===== src/rtl/baseline_ema_tracker_par.sv =====
// Lane-parallel EMA baseline tracker/remover: 3-stage pipeline, acquisition,
// pulse-gated hold with holdoff, and per-block bypass.
module baseline_ema_tracker_par #(
  parameter int DATA_WIDTH  = 16,
  parameter int LANES       = 16,
  parameter int DATA_OUTPUT = 17,
  parameter int EMA_SHIFT   = 4,
  parameter int HOLDOFF     = 32
) (
  input  logic                         clk,
  input  logic                         rst_n,
  input  logic                         din_valid,
  input  logic [DATA_WIDTH*LANES-1:0]  din,
  input  logic [DATA_WIDTH-1:0]        thresh,
  input  logic                         bypass,
  output logic                         baseline_valid,
  output logic [DATA_OUTPUT*LANES-1:0] baseline,
  output logic [DATA_OUTPUT*LANES-1:0] signal_no_baseline,
  output logic                         pulse_flag,
  output logic                         locked
);

  localparam int LG    = $clog2(LANES);
  localparam int SUM_W = DATA_WIDTH + LG;
  localparam int ACC_W = DATA_WIDTH + EMA_SHIFT + 1;
  localparam int CMP_W = DATA_WIDTH + 2;
  localparam int CNT_W = EMA_SHIFT + 1;
  localparam int HO_W  = $clog2(HOLDOFF + 1);

  typedef enum logic [1:0] {ACQ = 2'd0, TRACK = 2'd1, HOLD = 2'd2} state_e;

  state_e                        state_q, state_d;
  logic [DATA_WIDTH*LANES-1:0]   din1_q, din2_q;
  logic                          vld1_q, byp1_q, vld2_q, byp2_q;
  logic signed [SUM_W-1:0]       sum_d, sum_q;
  logic                          pulse_d, pulse_q;
  logic signed [ACC_W-1:0]       acc_d, acc_q;
  logic [CNT_W-1:0]              cnt_d, cnt_q;
  logic [HO_W-1:0]               ho_d, ho_q;
  logic signed [DATA_WIDTH-1:0]  bl_q, bl_d, mean;
  logic signed [CMP_W-1:0]       thr_s;
  logic signed [DATA_OUTPUT-1:0] bl_out;
  logic [DATA_OUTPUT*LANES-1:0]  base_d, sig_d, base_q, sig_q;
  logic                          bv_q, pf_q;

  assign bl_q  = DATA_WIDTH'(acc_q >>> EMA_SHIFT);
  assign bl_d  = DATA_WIDTH'(acc_d >>> EMA_SHIFT);
  assign mean  = DATA_WIDTH'(sum_q >>> LG);
  assign thr_s = signed'(CMP_W'(thresh));

  // S1 input capture, S2 block sum and pulse decision
  always_ff @(posedge clk or negedge rst_n) begin
    if (!rst_n) begin
      vld1_q  <= 1'b0;
      byp1_q  <= 1'b0;
      din1_q  <= '0;
      vld2_q  <= 1'b0;
      byp2_q  <= 1'b0;
      din2_q  <= '0;
      sum_q   <= '0;
      pulse_q <= 1'b0;
    end else begin
      vld1_q  <= din_valid;
      byp1_q  <= bypass;
      din1_q  <= din;
      vld2_q  <= vld1_q;
      byp2_q  <= byp1_q;
      din2_q  <= din1_q;
      sum_q   <= sum_d;
      pulse_q <= pulse_d;
    end
  end

  always_comb begin
    sum_d = '0;
    for (int unsigned i = 0; i < LANES; i++)
      sum_d = sum_d + SUM_W'(signed'(din1_q[i*DATA_WIDTH +: DATA_WIDTH]));
  end

  // Compare against the estimator as it will stand once the block ahead in
  // S2 has been applied, so each block sees the baseline of all prior blocks.
  always_comb begin
    pulse_d = 1'b0;
    if (!byp1_q && state_d != ACQ) begin
      for (int unsigned i = 0; i < LANES; i++) begin
        if ((CMP_W'(signed'(din1_q[i*DATA_WIDTH +: DATA_WIDTH])) - CMP_W'(bl_d)) > thr_s)
          pulse_d = 1'b1;
      end
    end
  end

  always_comb begin
    state_d = state_q;
    acc_d   = acc_q;
    cnt_d   = cnt_q;
    ho_d    = ho_q;
    if (vld2_q && !byp2_q) begin
      case (state_q)
        ACQ: begin
          acc_d = acc_q + ACC_W'(mean);
          cnt_d = cnt_q + 1'b1;
          if (cnt_q == CNT_W'((1 << EMA_SHIFT) - 1))
            state_d = TRACK;
        end
        TRACK: begin
          if (pulse_q) begin
            ho_d    = HO_W'(HOLDOFF);
            state_d = HOLD;
          end else if (ho_q == '0) begin
            acc_d = acc_q + ACC_W'(mean) - ACC_W'(bl_q);
          end
        end
        HOLD: begin
          if (pulse_q) begin
            ho_d = HO_W'(HOLDOFF);
          end else begin
            ho_d = ho_q - 1'b1;
            if (ho_q == HO_W'(1))
              state_d = TRACK;
          end
        end
        default: state_d = ACQ;
      endcase
    end
  end

  always_comb begin
    base_d = '0;
    sig_d  = '0;
    bl_out = (byp2_q || state_q == ACQ) ? '0 : DATA_OUTPUT'(bl_q);
    for (int unsigned i = 0; i < LANES; i++) begin
      base_d[i*DATA_OUTPUT +: DATA_OUTPUT] = bl_out;
      sig_d[i*DATA_OUTPUT +: DATA_OUTPUT] =
        DATA_OUTPUT'(signed'(din2_q[i*DATA_WIDTH +: DATA_WIDTH])) - bl_out;
    end
  end

  // S3 estimator update and output registers
  always_ff @(posedge clk or negedge rst_n) begin
    if (!rst_n) begin
      state_q <= ACQ;
      acc_q   <= '0;
      cnt_q   <= '0;
      ho_q    <= '0;
      bv_q    <= 1'b0;
      base_q  <= '0;
      sig_q   <= '0;
      pf_q    <= 1'b0;
    end else begin
      state_q <= state_d;
      acc_q   <= acc_d;
      cnt_q   <= cnt_d;
      ho_q    <= ho_d;
      bv_q    <= vld2_q;
      if (vld2_q) begin
        base_q <= base_d;
        sig_q  <= sig_d;
        pf_q   <= pulse_q;
      end
    end
  end

  assign baseline_valid     = bv_q;
  assign baseline           = base_q;
  assign signal_no_baseline = sig_q;
  assign pulse_flag         = pf_q;
  assign locked             = (state_q != ACQ);

endmodule


===== config.mk =====
export PLATFORM = sky130hd
export DESIGN_NAME = baseline_ema_tracker_par
export DESIGN_NICKNAME = d
export VERILOG_FILES = /design/src/rtl/baseline_ema_tracker_par.sv
export SDC_FILE = /design/constraint.sdc
export NUM_CORES = 2
export LEC_CHECK = 0
export ABC_AREA = 1
export CAP_MARGIN = 20
export CORE_MARGIN = 8
export CORE_UTILIZATION = 50
export DETAILED_ROUTE_END_ITERATION = 8
export PLACE_DENSITY_LB_ADDON = 0.2
export SLEW_MARGIN = 40
export SYNTH_ARGS = -nofsm -noshare
export SYNTH_HDL_FRONTEND = slang
export SYNTH_SLANG_ARGS = --single-unit

===== constraint.sdc =====
create_clock -name clk -period 20.8 [get_ports clk]
set_input_delay 2.08 -clock clk [delete_from_list [all_inputs] [get_ports clk]]
set_output_delay 2.08 -clock clk [all_outputs]
set_load 0.1 [all_outputs]

# Word level (Yosys, flattened, before mapping)
# Cells that the tools add are included.
[totals]
reg_bits = 1117
out_inout_bits = 547
[op_classes]
addsub = 51
n_lt_le_gt_ge = 16
n_eq_ne = 7
muxes = 31
n_reduce_logical = 14
[op_table]
columns = ["operator", "count"]
rows = [
  ["$gt 17x17->1", 16],
  ["$sub 16x16->17", 16],
  ["$sub 16x17->17", 16],
  ["$add 20x16->20", 11],
  ["$mux 21", 2],
  ["$pmux 21 s2", 1],
  ["$add 21x16->21", 1],
  ["$sub 21x16->21", 1],
  ["$add 19x16->20", 1],
  ["$mux 20", 1],
  ["$add 18x16->19", 1],
  ["$add 17x16->18", 1],
  ["$add 16x16->17", 1],
  ["$mux 1", 17],
  ["$mux 17", 1],
  ["$mux 6", 2],
  ["$pmux 6 s2", 1],
  ["$mux 2", 5],
  ["$reduce_bool 2->1", 4],
  ["$eq 6x1->1 const B", 1],
  ["$logic_not 6->1", 1],
  ["$ne 2x2->1 const B", 3],
  ["$pmux 2 s3", 1],
  ["$sub 6x1->6 const B", 1],
  ["other kinds (11)", 13],
]

# Longest topological paths before layout
[logic_depth]
word_depth = 25
mapped_depth = 45

# Worst setup path after synthesis
# Ideal clock, no wire load.
[synth_timing]
kind = "register -> register"
from = "reg acc_q[0]"
to = "reg pulse_q"
setup_time_ns = 0.119
arrival_time_ns = 6.997
required_time_ns = 20.681
setup_slack_ns = 13.684
stages_incl_launch_ff = 40
path_buffers = 0
period_less_slack_ns = 7.116
cell_sequence = "dfrtp_1 > ha_1 > inv_1 > fa_1 > xnor2_1 > ha_1 > a21oi_1 > nand2_1 > nand2_1 > nand2_1 > a21oi_2 > xor2_1 > nand2_1 > o211ai_1 > inv_1 > nor2_1 > inv_1 > fa_1 > (+4 left out) > o21ai_2 > a31oi_2 > xnor2_1 > ha_1 > nand2_1 > nor2_1 > a211oi_1 > nand2_1 > nand2_1 > nand2_1 > nand2_1 > nand2_1 > nand2_1 > nor2_1 > nor2_1 > nand4_1 > nor2_1 > nor2_1"
[synth_via]
elab_chain_len = 25
word_cells_on_any_way = 55
cone_classes = "add/sub: 18; order compare: 16; mux: 21"
[synth_lines]
columns = ["element", "line_no", "source"]
rows = [
  ["from (decl)", "37", "logic signed [ACC_W-1:0] acc_d, acc_q;"],
  ["from (signal assigned)", "142", "acc_q <= '0;"],
  ["from (signal assigned)", "151", "acc_q <= acc_d;"],
  ["$add 21x16->21 (*)", "100, 110", ""],
  ["$sub 21x16->21", "110", "acc_d = acc_q + ACC_W'(mean) - ACC_W'(bl_q);"],
  ["$mux 21", "109", "end else if (ho_q == '0) begin"],
  ["$mux 21", "106", "if (pulse_q) begin"],
  ["$pmux 21 s2 (*)", "98", "case (state_q)"],
  ["$mux 20 (*)", "97", "if (vld2_q && !byp2_q) begin"],
  ["via acc_d[5]", "37", ""],
  ["$sub 16x16->17", "86", "if ((CMP_W'(signed'(din1_q[i*DATA_WIDTH +: DATA_WIDTH])) - CMP_W'(bl_d)) > thr_s)"],
  ["$gt 17x17->1", "86", ""],
  ["$mux 1 (15 in series)", "86", ""],
  ["$mux 1 (*)", "86", ""],
  ["$mux 1 (*)", "84", "if (!byp1_q && state_d != ACQ) begin"],
  ["via pulse_d", "36", "logic pulse_d, pulse_q;"],
  ["to (signal assigned)", "70", "pulse_q <= pulse_d;"],
  ["to (decl)", "36", ""],
]
# Mark *: on every way through the listed nets, which the timed path passes. The rest lies on a longest branch. The select of a mux whose other input is x is not followed.
# A chain may end at the register's enable or synchronous reset.

# Final worst setup path
[layout_timing]
from = "reg acc_q[4]"
to = "reg pulse_q"
[layout_via]
elab_chain_len = 25
word_cells_on_any_way = 55
cone_classes = "add/sub: 18; order compare: 16; mux: 21"
[layout_lines]
columns = ["element", "line_no"]
rows = [
  ["$add 21x16->21", "100, 110"],
  ["$sub 21x16->21", "110"],
  ["$mux 21", "109"],
  ["$mux 21", "106"],
  ["$pmux 21 s2 (*)", "98"],
  ["$mux 20 (*)", "97"],
  ["via acc_d[10]", "37"],
  ["$sub 16x16->17", "86"],
  ["$gt 17x17->1", "86"],
  ["$mux 1 (15 in series)", "86"],
  ["$mux 1 (*)", "86"],
  ["$mux 1 (*)", "84"],
  ["via pulse_d", "36"],
]
# Marks and branches as above.

==> run summary <==
Area occupied by multi-input gates: 36,240 um2
Asr flop ratio synth: 1.000
RSZ-0062 raised after global routing: false
PortBufs: 822
Final critical-path required period: 7.712 ns
Mean post-synth cell area: 9.014 um2
Total Routed Length: 236,100 um
GRT Overall Usage: 0.3330
Post-DR wirelength/cell: 25.07 um
Yosys warns: 0
Num CTS Buffers: 95
WHS Path Cells: 0
Commonest non-fill, non-tap cell in the layout: nand2_1
Crit start category: flop
Post-Synthesis Cell Area: 63,240 um2
Fraction of layout cells with a size suffix above 1: 0.1277
Resize count post-CTS: 0
CTS max path bufs: 3
CP peak stage delay: 0.62 ns
Die Ht: 371.7 um
Synthesized flop and latch total: 856
IO Pins: 823
CP endpoint kind: flop
Grt total ovfl: 0
Worst-case reg-to-reg path depth: 39
Largest area contributor in the netlist: dfrtp_1
Post-CTS Setup Bufs: 0
Initial core utilization: 0.5037
R2r startpoint: acc_q[4]
Initial antenna violation count: 27
Critical-path maximum fanout: 9
Clk_lat worst skew: 0.75 ns
Hold EP: vld2_q
Hold Crit Start: vld1_q
Layout net count: 9,053
Die width: 371.7 um
Clk slew on worst S/H paths: 0.06 ns
EDFF count, synth: 0
Max-Cap Viols: 0
Final setup viols: 0
Mapped Cells: 7,016
Largest net degree at the start of global routing: 160
Cell row count: 130
Largest cells by area after synthesis: dfrtp_1, ha_1, fa_1
Reg2reg end: pulse_q
Critical path's most frequent cell: nand2_1
Slowest-stage cell, CP: inv_1
CTS tree: yes
FILL cells: 11,090
Slew @ Worst Pin: 0.8925 ns
Sink Count: 856
Via count: 52,730
Initial DRC count: 5,136
Final slew viol count: 0
Remaining antenna violation count after routing: 0
Sequential fraction of the synthesis area: 0.3387
# hold bufs at CTS: 0
Fin. Hold Viols: 0
Crit path DAT: 8.29 ns
R2R setup slack: 13.09 ns
Vias in the first global route: 50,980
Rel. slew slack: 0.4028
First-pass DRT Iterations: 8
Critical path type: flop to flop
Outcome: complete, no violations
Synth top area share: 0.3387
Fin crit share: 0.3708
Register area: 21,430 um2
CORE AREA: 125,600 um2
Post-Syn Nets: 8,389
Most frequent cells in the layout: nand2_1, inv_1, dfrtp_1
H-tree levels: 3
Die footprint: 138,100 um2
Worst Hold Class: flop to flop
Setup TNS: 0 ns
Final HPWL DP: 183,700 um
Drt drc: 0
Avg Vias per Cell: 5.597
Library cells used by synthesis: 61
First-pass GRT wire length: 336,400 um
CTS root buf: clkbuf_16
Routability cong.: 1.041
Area Overhead vs Synth: 14.78%
Max Freq: 129.7 MHz
CP required: 21.37 ns
Top FF cell, synth: dfrtp_1
Layout Skew: 0.03782 ns
cells in the mapped netlist, types with 62 or more instances:
| master | n |
|---|---|
| xor2_1 | 331 |
| inv_1 | 924 |
| ha_1 | 832 |
| dfrtp_1 | 856 |
| o21ai_0 | 349 |
| clkbuf_1 | 62 |
| nand3_1 | 220 |
| fa_1 | 265 |
| xnor2_1 | 142 |
| o21ai_2 | 72 |
| nor3_1 | 65 |
| nor2_1 | 265 |
| nand2_1 | 1270 |
| a21oi_1 | 594 |
| buf_4 | 257 |
| a31oi_1 | 68 |
registers in the layout (all words and copies together), names as in the netlist:
signal              count
baseline_valid          1
state_q                 2
pulse_q                 1
pulse_flag              1
vld2_q                  1
din2_q                256
acc_q                  20
vld1_q                  1
baseline               16
sum_q                  16
ho_q                    6
din1_q                256
byp1_q                  1
byp2_q                  1
cnt_q                   5
signal_no_baseline    272
final cells by class:
cell class | count | area share
Antenna cell | 12 | 0.0004137
Multi-Input combinational cell | 4904 | 0.4993
Inverter | 928 | 0.04809
Sequential cell | 856 | 0.2952
Tap cell | 1650 | 0.02844
Clock buffer | 128 | 0.03656
Timing Repair Buffer | 895 | 0.08510
Clock inverter | 48 | 0.006946
logic make-up (layout without fill, tap and decap cells):
group,after synthesis,after routing,synth area share
other cells,0,12,0
compound gates,1384,1384,0.1299
xor+xnor,473,473,0.06550
simple gates,1950,1950,0.1275
fa+ha+maj,1097,1097,0.2485
flops,856,856,0.3387
buf+inv,1256,1999,0.08994
critical path, delay by kind of cell (launching register included):
kind	cells	cell delay, ns
AO/OA/AOI/OAI	14	2.02
XOR/XNOR	2	0.34
adder cells (fa/ha/maj)	4	1.44
buffers and inverters	3	1.08
flip-flops	1	0.43
AND/OR/NAND/NOR	16	2.27
worst max path at each step:
stage / start / to / slack, ns / cells after the start
2_1_floorplan: acc_q[0] / pulse_q / 13.68 / 39
3_3_place_gp: acc_q[0] / pulse_q / 13.39 / 40
3_5_place_dp: acc_q[4] / pulse_q / 13.39 / 39
4_1_cts: acc_q[4] / pulse_q / 13.34 / 39
5_1_grt: acc_q[4] / pulse_q / 12.59 / 38
6_report: acc_q[4] / pulse_q / 13.09 / 39
routing by layer:
layer	global-route usage	part of all wire	up-vias
met2	0.5269	0.45	2397
met1	0.4387	0.40	25390
li1	-	-	24410
met5	0	0.00026	-
met4	0.1560	0.052	10
met3	0.06778	0.098	524
through the flow:
stage	utilization	hold WS (ns)	std cells	setup WS, ns	area [um2]
2_1_floorplan	-	0.3312	7016	13.68	63240
3_3_place_gp	0.5731	0.3410	9229	13.39	71960
5_1_grt	0.5779	0.3534	9414	12.59	72570
6_report	0.5781	0.3490	9421	13.09	72590
3_5_place_dp	0.5519	0.3395	9230	13.39	69300
4_1_cts	0.5770	0.3527	9406	13.34	72460
Power is left out: the tool's default activity adds up to more than one toggle a clock period on the data nets, which glitch-free logic cannot reach.
